===== src/rtl/ps2_scan_rx.sv =====
// PS/2 keyboard receiver: pin synchronisation, clock glitch filter, frame
// FSM with parity/stop/timeout checks, E0/F0 prefix folding and a
// first-word fall-through event FIFO with valid/ready backpressure.
module ps2_scan_rx #(
  parameter int FILTER_LEN     = 4,
  parameter int TIMEOUT_CYCLES = 50000,
  parameter int FIFO_DEPTH     = 4
) (
  input  logic                          clk,
  input  logic                          rst,
  input  logic                          ps2clk,
  input  logic                          ps2data,
  output logic                          ev_valid,
  input  logic                          ev_ready,
  output logic [7:0]                    ev_code,
  output logic                          ev_ext,
  output logic                          ev_break,
  output logic                          err_parity,
  output logic                          err_frame,
  output logic                          overflow,
  output logic [$clog2(FIFO_DEPTH):0]   fifo_level
);

  localparam int AW = $clog2(FIFO_DEPTH);
  localparam int TW = $clog2(TIMEOUT_CYCLES + 1);

  typedef enum logic [1:0] {S_IDLE, S_SHIFT, S_CHECK} state_t;

  logic [1:0]    clk_s_q, clk_s_d, dat_s_q, dat_s_d;
  logic          fclk_q, fclk_d, fall_q, fall_d;
  logic [3:0]    filt_cnt_q, filt_cnt_d;
  state_t        state_q, state_d;
  logic [3:0]    bit_cnt_q, bit_cnt_d;
  logic [9:0]    shift_q, shift_d;
  logic [TW-1:0] tmo_q, tmo_d;
  logic          ext_f_q, ext_f_d, brk_f_q, brk_f_d;
  logic [AW:0]   wr_ptr_q, wr_ptr_d, rd_ptr_q, rd_ptr_d;
  logic          overflow_q, overflow_d;
  logic [9:0]    mem_q [FIFO_DEPTH];

  logic timeout, good, push, full, pop, wr_en, is_e0, is_f0;
  logic [9:0] head;

  // Synchroniser shifts and clock glitch filter: fclk flips only after
  // FILTER_LEN consecutive samples disagree with it.
  always_comb begin
    clk_s_d    = {clk_s_q[0], ps2clk};
    dat_s_d    = {dat_s_q[0], ps2data};
    fclk_d     = fclk_q;
    filt_cnt_d = '0;
    if (clk_s_q[1] != fclk_q) begin
      if (filt_cnt_q == 4'(FILTER_LEN - 1)) fclk_d = clk_s_q[1];
      else                                  filt_cnt_d = filt_cnt_q + 4'd1;
    end
    fall_d = fclk_q & ~fclk_d;
  end

  // Frame FSM state register plus conditioning and datapath flops.
  always_ff @(posedge clk or posedge rst) begin
    if (rst) begin
      clk_s_q    <= 2'b11;
      dat_s_q    <= 2'b11;
      fclk_q     <= 1'b1;
      filt_cnt_q <= '0;
      fall_q     <= 1'b0;
      state_q    <= S_IDLE;
      bit_cnt_q  <= '0;
      shift_q    <= '0;
      tmo_q      <= '0;
      ext_f_q    <= 1'b0;
      brk_f_q    <= 1'b0;
      wr_ptr_q   <= '0;
      rd_ptr_q   <= '0;
      overflow_q <= 1'b0;
    end else begin
      clk_s_q    <= clk_s_d;
      dat_s_q    <= dat_s_d;
      fclk_q     <= fclk_d;
      filt_cnt_q <= filt_cnt_d;
      fall_q     <= fall_d;
      state_q    <= state_d;
      bit_cnt_q  <= bit_cnt_d;
      shift_q    <= shift_d;
      tmo_q      <= tmo_d;
      ext_f_q    <= ext_f_d;
      brk_f_q    <= brk_f_d;
      wr_ptr_q   <= wr_ptr_d;
      rd_ptr_q   <= rd_ptr_d;
      overflow_q <= overflow_d;
    end
  end

  // Next-state logic: start bit detection, LSB-first shifting, idle timeout.
  always_comb begin
    state_d   = state_q;
    bit_cnt_d = bit_cnt_q;
    shift_d   = shift_q;
    tmo_d     = tmo_q;
    case (state_q)
      S_IDLE: begin
        if (fall_q && !dat_s_q[1]) begin
          bit_cnt_d = '0;
          tmo_d     = '0;
          state_d   = S_SHIFT;
        end
      end
      S_SHIFT: begin
        if (tmo_q == TW'(TIMEOUT_CYCLES)) begin
          state_d = S_IDLE;
        end else if (fall_q) begin
          shift_d   = {dat_s_q[1], shift_q[9:1]};
          bit_cnt_d = bit_cnt_q + 4'd1;
          tmo_d     = '0;
          if (bit_cnt_q == 4'd9) state_d = S_CHECK;
        end else begin
          tmo_d = tmo_q + TW'(1);
        end
      end
      S_CHECK: state_d = S_IDLE;
      default: state_d = S_IDLE;
    endcase
  end

  // Outputs of the frame FSM: error pulses and the decoded-byte push strobe.
  always_comb begin
    is_e0      = (shift_q[7:0] == 8'hE0);
    is_f0      = (shift_q[7:0] == 8'hF0);
    timeout    = (state_q == S_SHIFT) && (tmo_q == TW'(TIMEOUT_CYCLES));
    good       = (state_q == S_CHECK) && shift_q[9] && (^shift_q[8:0]);
    err_frame  = timeout || ((state_q == S_CHECK) && !shift_q[9]);
    err_parity = (state_q == S_CHECK) && shift_q[9] && !(^shift_q[8:0]);
    push       = good && !is_e0 && !is_f0;
  end

  // Prefix flags: set by E0/F0, cleared by any event or any frame error.
  always_comb begin
    ext_f_d = ext_f_q;
    brk_f_d = brk_f_q;
    if (timeout || err_frame || err_parity || push) begin
      ext_f_d = 1'b0;
      brk_f_d = 1'b0;
    end else if (good && is_e0) begin
      ext_f_d = 1'b1;
    end else if (good && is_f0) begin
      brk_f_d = 1'b1;
    end
  end

  // FIFO control; a pop frees a slot for a push in the same cycle.
  always_comb begin
    fifo_level = wr_ptr_q - rd_ptr_q;
    full       = (fifo_level == (AW+1)'(FIFO_DEPTH));
    ev_valid   = (fifo_level != '0);
    pop        = ev_valid && ev_ready;
    wr_en      = push && (!full || pop);
    wr_ptr_d   = wr_ptr_q + (AW+1)'(wr_en);
    rd_ptr_d   = rd_ptr_q + (AW+1)'(pop);
    overflow_d = push && full && !pop;
    overflow   = overflow_q;
    head       = mem_q[rd_ptr_q[AW-1:0]];
    ev_code    = ev_valid ? head[7:0] : 8'h00;
    ev_break   = ev_valid && head[8];
    ev_ext     = ev_valid && head[9];
  end

  // Event storage; contents are only visible through ev_valid gating.
  always_ff @(posedge clk) begin
    if (wr_en) mem_q[wr_ptr_q[AW-1:0]] <= {ext_f_q, brk_f_q, shift_q[7:0]};
  end

endmodule


===== config.mk =====
export PLATFORM = sky130hd
export DESIGN_NAME = ps2_scan_rx
export DESIGN_NICKNAME = d
export VERILOG_FILES = /design/src/rtl/ps2_scan_rx.sv
export SDC_FILE = /design/constraint.sdc
export NUM_CORES = 1
export LEC_CHECK = 0
export ABC_AREA = 1
export BUFFER_PORTS_ARGS = -buffer_cell sky130_fd_sc_hd__buf_2
export CORE_MARGIN = 1.5
export CORE_UTILIZATION = 25
export CTS_CLUSTER_SIZE = 14
export DETAILED_ROUTE_END_ITERATION = 6
export SLEW_MARGIN = 20
export SYNTH_ARGS = -nofsm -noshare
export SYNTH_HDL_FRONTEND = slang
export SYNTH_SLANG_ARGS = --single-unit

===== constraint.sdc =====
create_clock -name clk -period 7.3 [get_ports clk]
set_input_delay 1.095 -clock clk [delete_from_list [all_inputs] [get_ports clk]]
set_output_delay 1.095 -clock clk [all_outputs]
set_load 0.01 [all_outputs]

==> flow_metrics.tcl <==
set metrics [dict create \
    outcome "finished clean" \
    clock_period_minus_worst_slack_ns 3.706 \
    timing.max_cap.violations 0 \
    use_met3 0.03367 \
    grt_pass1_wl_mm 14.61 \
    yosys-top-cells-count "sky130_fd_sc_hd__nand2_1, sky130_fd_sc_hd__nor2_1, sky130_fd_sc_hd__inv_1, sky130_fd_sc_hd__dfrtp_1, sky130_fd_sc_hd__edfxtp_1" \
    core_area_um2 17180 \
    ff2ff_path_depth 7 \
    worst-r2r-setup-slack_ns 4.19 \
    ys_ff_latch 91 \
    layout_setup_ws_ns 3.594 \
    post_synth_num_cell_types 36 \
    syn_nets 488 \
    syn_area_per_cell_um2 9.359 \
    fp.dieArea_um2 18280 \
    postLayoutCoreUtil 0.2888 \
    grt_setup_unrepaired "false" \
    share_of_layout_cells_above_drive_strength_1 0.1098 \
    vias 3106 \
    row_count 48 \
    worst_margin_slew_ns 0.9941 \
    vias_in_the_first_global_route 3013 \
    ys_warn_count 0 \
    met2_track_utilization_from_global_routing 0.1684 \
    nets 508 \
    cts_resized 0 \
    clock-skew-final_ns 0.008604 \
    initial_antenna_violation_count 0 \
    yosys.area.top_type_share 0.2748 \
    power.total_uw 1684 \
    hold_class "register to register" \
    critical_path.startpoint_type "register" \
    tritoncts_clock_tree "built" \
    critical_path.endpoint_type "output port" \
    met1_usage 0.1273 \
    slew_headroom 0.3348 \
    p_leak_uw 0.002159 \
    crit_fanout 23 \
    netlist_top_cells_area "sky130_fd_sc_hd__edfxtp_1, sky130_fd_sc_hd__dfrtp_1, sky130_fd_sc_hd__nand2_1" \
    clockBufferDepth 2 \
    setup_viol 0 \
    global_route.usage.total 0.1022 \
    maximum_number_of_pins_on_one_net_before_global_route_repair 52 \
    die_w_um 135.2 \
    dominant_cell_type_by_area_after_synthesis "sky130_fd_sc_hd__edfxtp_1" \
    whs_path_depth 0 \
    synth_cells 467 \
    fin_tns_setup_ns 0 \
    power.density_nw_per_um2 339.4 \
    postCtsHoldBufs 0 \
    port_buffers 21 \
    crit_slowest_cell "sky130_fd_sc_hd__dfrtp_1" \
    drt_pre_antenna_iters 6 \
    global_route.overflow_total 0 \
    reg2reg_from "rd_ptr_q[0]" \
    yosys.cell_count.top_type "sky130_fd_sc_hd__nand2_1" \
    min-delay-start "clk_s_q[0]" \
    clock_sink_count 91 \
    asyncSetResetFlopFracSynth 0.5604 \
    mappedNetlistArea_um2 4370 \
    antennaDiodeCount 0 \
    die_height_um 135.2 \
    avgViaCountPerCell 4.332 \
    postRouteWirelength_mm 8.417 \
    postCtsSetupBuffers 0 \
    vdd_drop_max_mv 0.1751 \
    synth_enable_flop_cells 40 \
    detailed_place_hpwl_mm 5.793 \
    cts_max_level 3 \
    place_ws_ns 3.927 \
    gpl.final_weighted_congestion 0.8012 \
    wire_length_per_cell_after_detailed_routing_um 11.74 \
    timing.critical_path.arrival_ns 2.61 \
    maxSlewViolCount 0 \
    areaGrowthSynthToFinish_pct 13.51 \
    sequential_cell_area_fraction_in_the_yosys_report 0.5683 \
    drc_errors 0 \
    cts_made_buffers 9 \
    max_stage_delay_ns 0.62 \
    critical_path_buffers_and_inverters 2 \
    final_area_um2 4961 \
    initialDrtViolationCount 122 \
    worst-endpoint-required_ns 6.20 \
    final_antenna_net_count 0 \
    timing.fmax_mhz 269.8 \
    critPathTopFamily "adder cells" \
    timing.final.crit_share 0.5077 \
    hold_path_end "clk_s_q[1]" \
    hold_viol 0 \
    num_io_pins 22 \
    critical_path_class "register to output port" \
    rr_endpoint "mem_q[1][3]" \
    clk_latency_ns 0.34 \
    ys.flop_type "sky130_fd_sc_hd__dfrtp_1" \
    effective_utilization_at_floorplan 0.2544 \
    clock-root-buffer "sky130_fd_sc_hd__clkbuf_16" \
    crit_top_cell "sky130_fd_sc_hd__xor2_1" \
    worstPathCellList "ha_1 > fa_1 > xor2_1 > xor2_1 > or2_2 > nand2_1 > inv_1 > buf_2" \
    placement.cell_area_um2 4691 \
    top_usage_layer "met2" \
    clkSlewWorstSetupHoldPaths_ns 0.06 \
]
[sequential cells by signal, indices dropped and copies added, names as in the netlist, 2 cells and up]
| name | count |
|---|---|
| state_q | 2 |
| dat_s_q | 2 |
| shift_q | 10 |
| clk_s_q | 2 |
| filt_cnt_q | 4 |
| wr_ptr_q | 3 |
| bit_cnt_q | 4 |
| rd_ptr_q | 3 |
| tmo_q | 16 |
| mem_q | 40 |
[worst max path at each step]
stage	from	endpoint	slack (ns)	cells past startpoint
after detailed placement	rd_ptr_q[0]	ev_code[2]	3.93	8
after global placement	rd_ptr_q[0]	ev_code[5]	3.97	8
after CTS	rd_ptr_q[0]	ev_code[2]	3.55	8
after global routing	rd_ptr_q[0]	ev_ext	3.37	8
final	rd_ptr_q[0]	ev_code[2]	3.59	8
after floorplan	wr_ptr_q[0]	ev_code[0]	4.27	9
[area by class of cell]
cell class | count | area (um2)
inverter | 57 | 214.0
clock buffer | 11 | 232.7
timing repair buffer | 22 | 112.6
clock inverter | 5 | 37.54
multi-input combinational | 306 | 1599
sequential | 91 | 2484
fill | 1823 | 12220
tap | 225 | 281.5
[stage by stage]
stage	instances	hold WS [ns]
6_report	717	0.3578
2_1_floorplan	467	0.3452
4_1_cts	717	0.3511
3_3_place_gp	701	0.3456
3_5_place_dp	701	0.3490
5_1_grt	717	0.3577
[power breakdown]
| part | switching, uW | internal [uW] |
|---|---|---|
| Sequential | 94.9 | 613 |
| Clock | 194 | 233 |
| Combinational | 349 | 201 |
| Total | 638 | 1050 |
[kinds of logic (layout without fill, tap and decap cells)]
kind of cell	count (synthesis)	after routing	synth area share
compound gates	55	55	0.07300
xor+xnor	11	11	0.02204
fa+ha+maj	16	16	0.04752
buf+inv	70	95	0.06584
flops	91	91	0.5683
simple gates	224	224	0.2233
[layer usage]
metal  up-vias  wire length, um
li1       1588                -
met1      1466             3961
met2        47             4085
met3         5              293
met4         0               76
met5         -                0
[layout by cell type, fill, tap and decap left out, types with 2 or more instances in the layout]
| master | instances |
|---|---|
| sky130_fd_sc_hd__nand2_1 | 84 |
| sky130_fd_sc_hd__nor2_1 | 73 |
| sky130_fd_sc_hd__inv_1 | 54 |
| sky130_fd_sc_hd__dfrtp_1 | 46 |
| sky130_fd_sc_hd__edfxtp_1 | 40 |
| sky130_fd_sc_hd__nand3_1 | 31 |
| sky130_fd_sc_hd__o21ai_0 | 30 |
| sky130_fd_sc_hd__buf_2 | 21 |
| sky130_fd_sc_hd__ha_1 | 15 |
| sky130_fd_sc_hd__nand4_1 | 14 |
| sky130_fd_sc_hd__xor2_1 | 10 |
| sky130_fd_sc_hd__o32ai_1 | 10 |
| sky130_fd_sc_hd__a21oi_1 | 9 |
| sky130_fd_sc_hd__clkbuf_16 | 9 |
| sky130_fd_sc_hd__nor3_1 | 6 |
| sky130_fd_sc_hd__or2_2 | 5 |
| sky130_fd_sc_hd__dfstp_2 | 5 |
| sky130_fd_sc_hd__o21ai_1 | 3 |
| sky130_fd_sc_hd__inv_2 | 2 |
| sky130_fd_sc_hd__nand2_2 | 2 |
| sky130_fd_sc_hd__nand2_4 | 2 |
| sky130_fd_sc_hd__clkinvlp_4 | 2 |
| sky130_fd_sc_hd__inv_6 | 2 |
| sky130_fd_sc_hd__clkbuf_1 | 2 |
(Power assumes the default switching activity.)
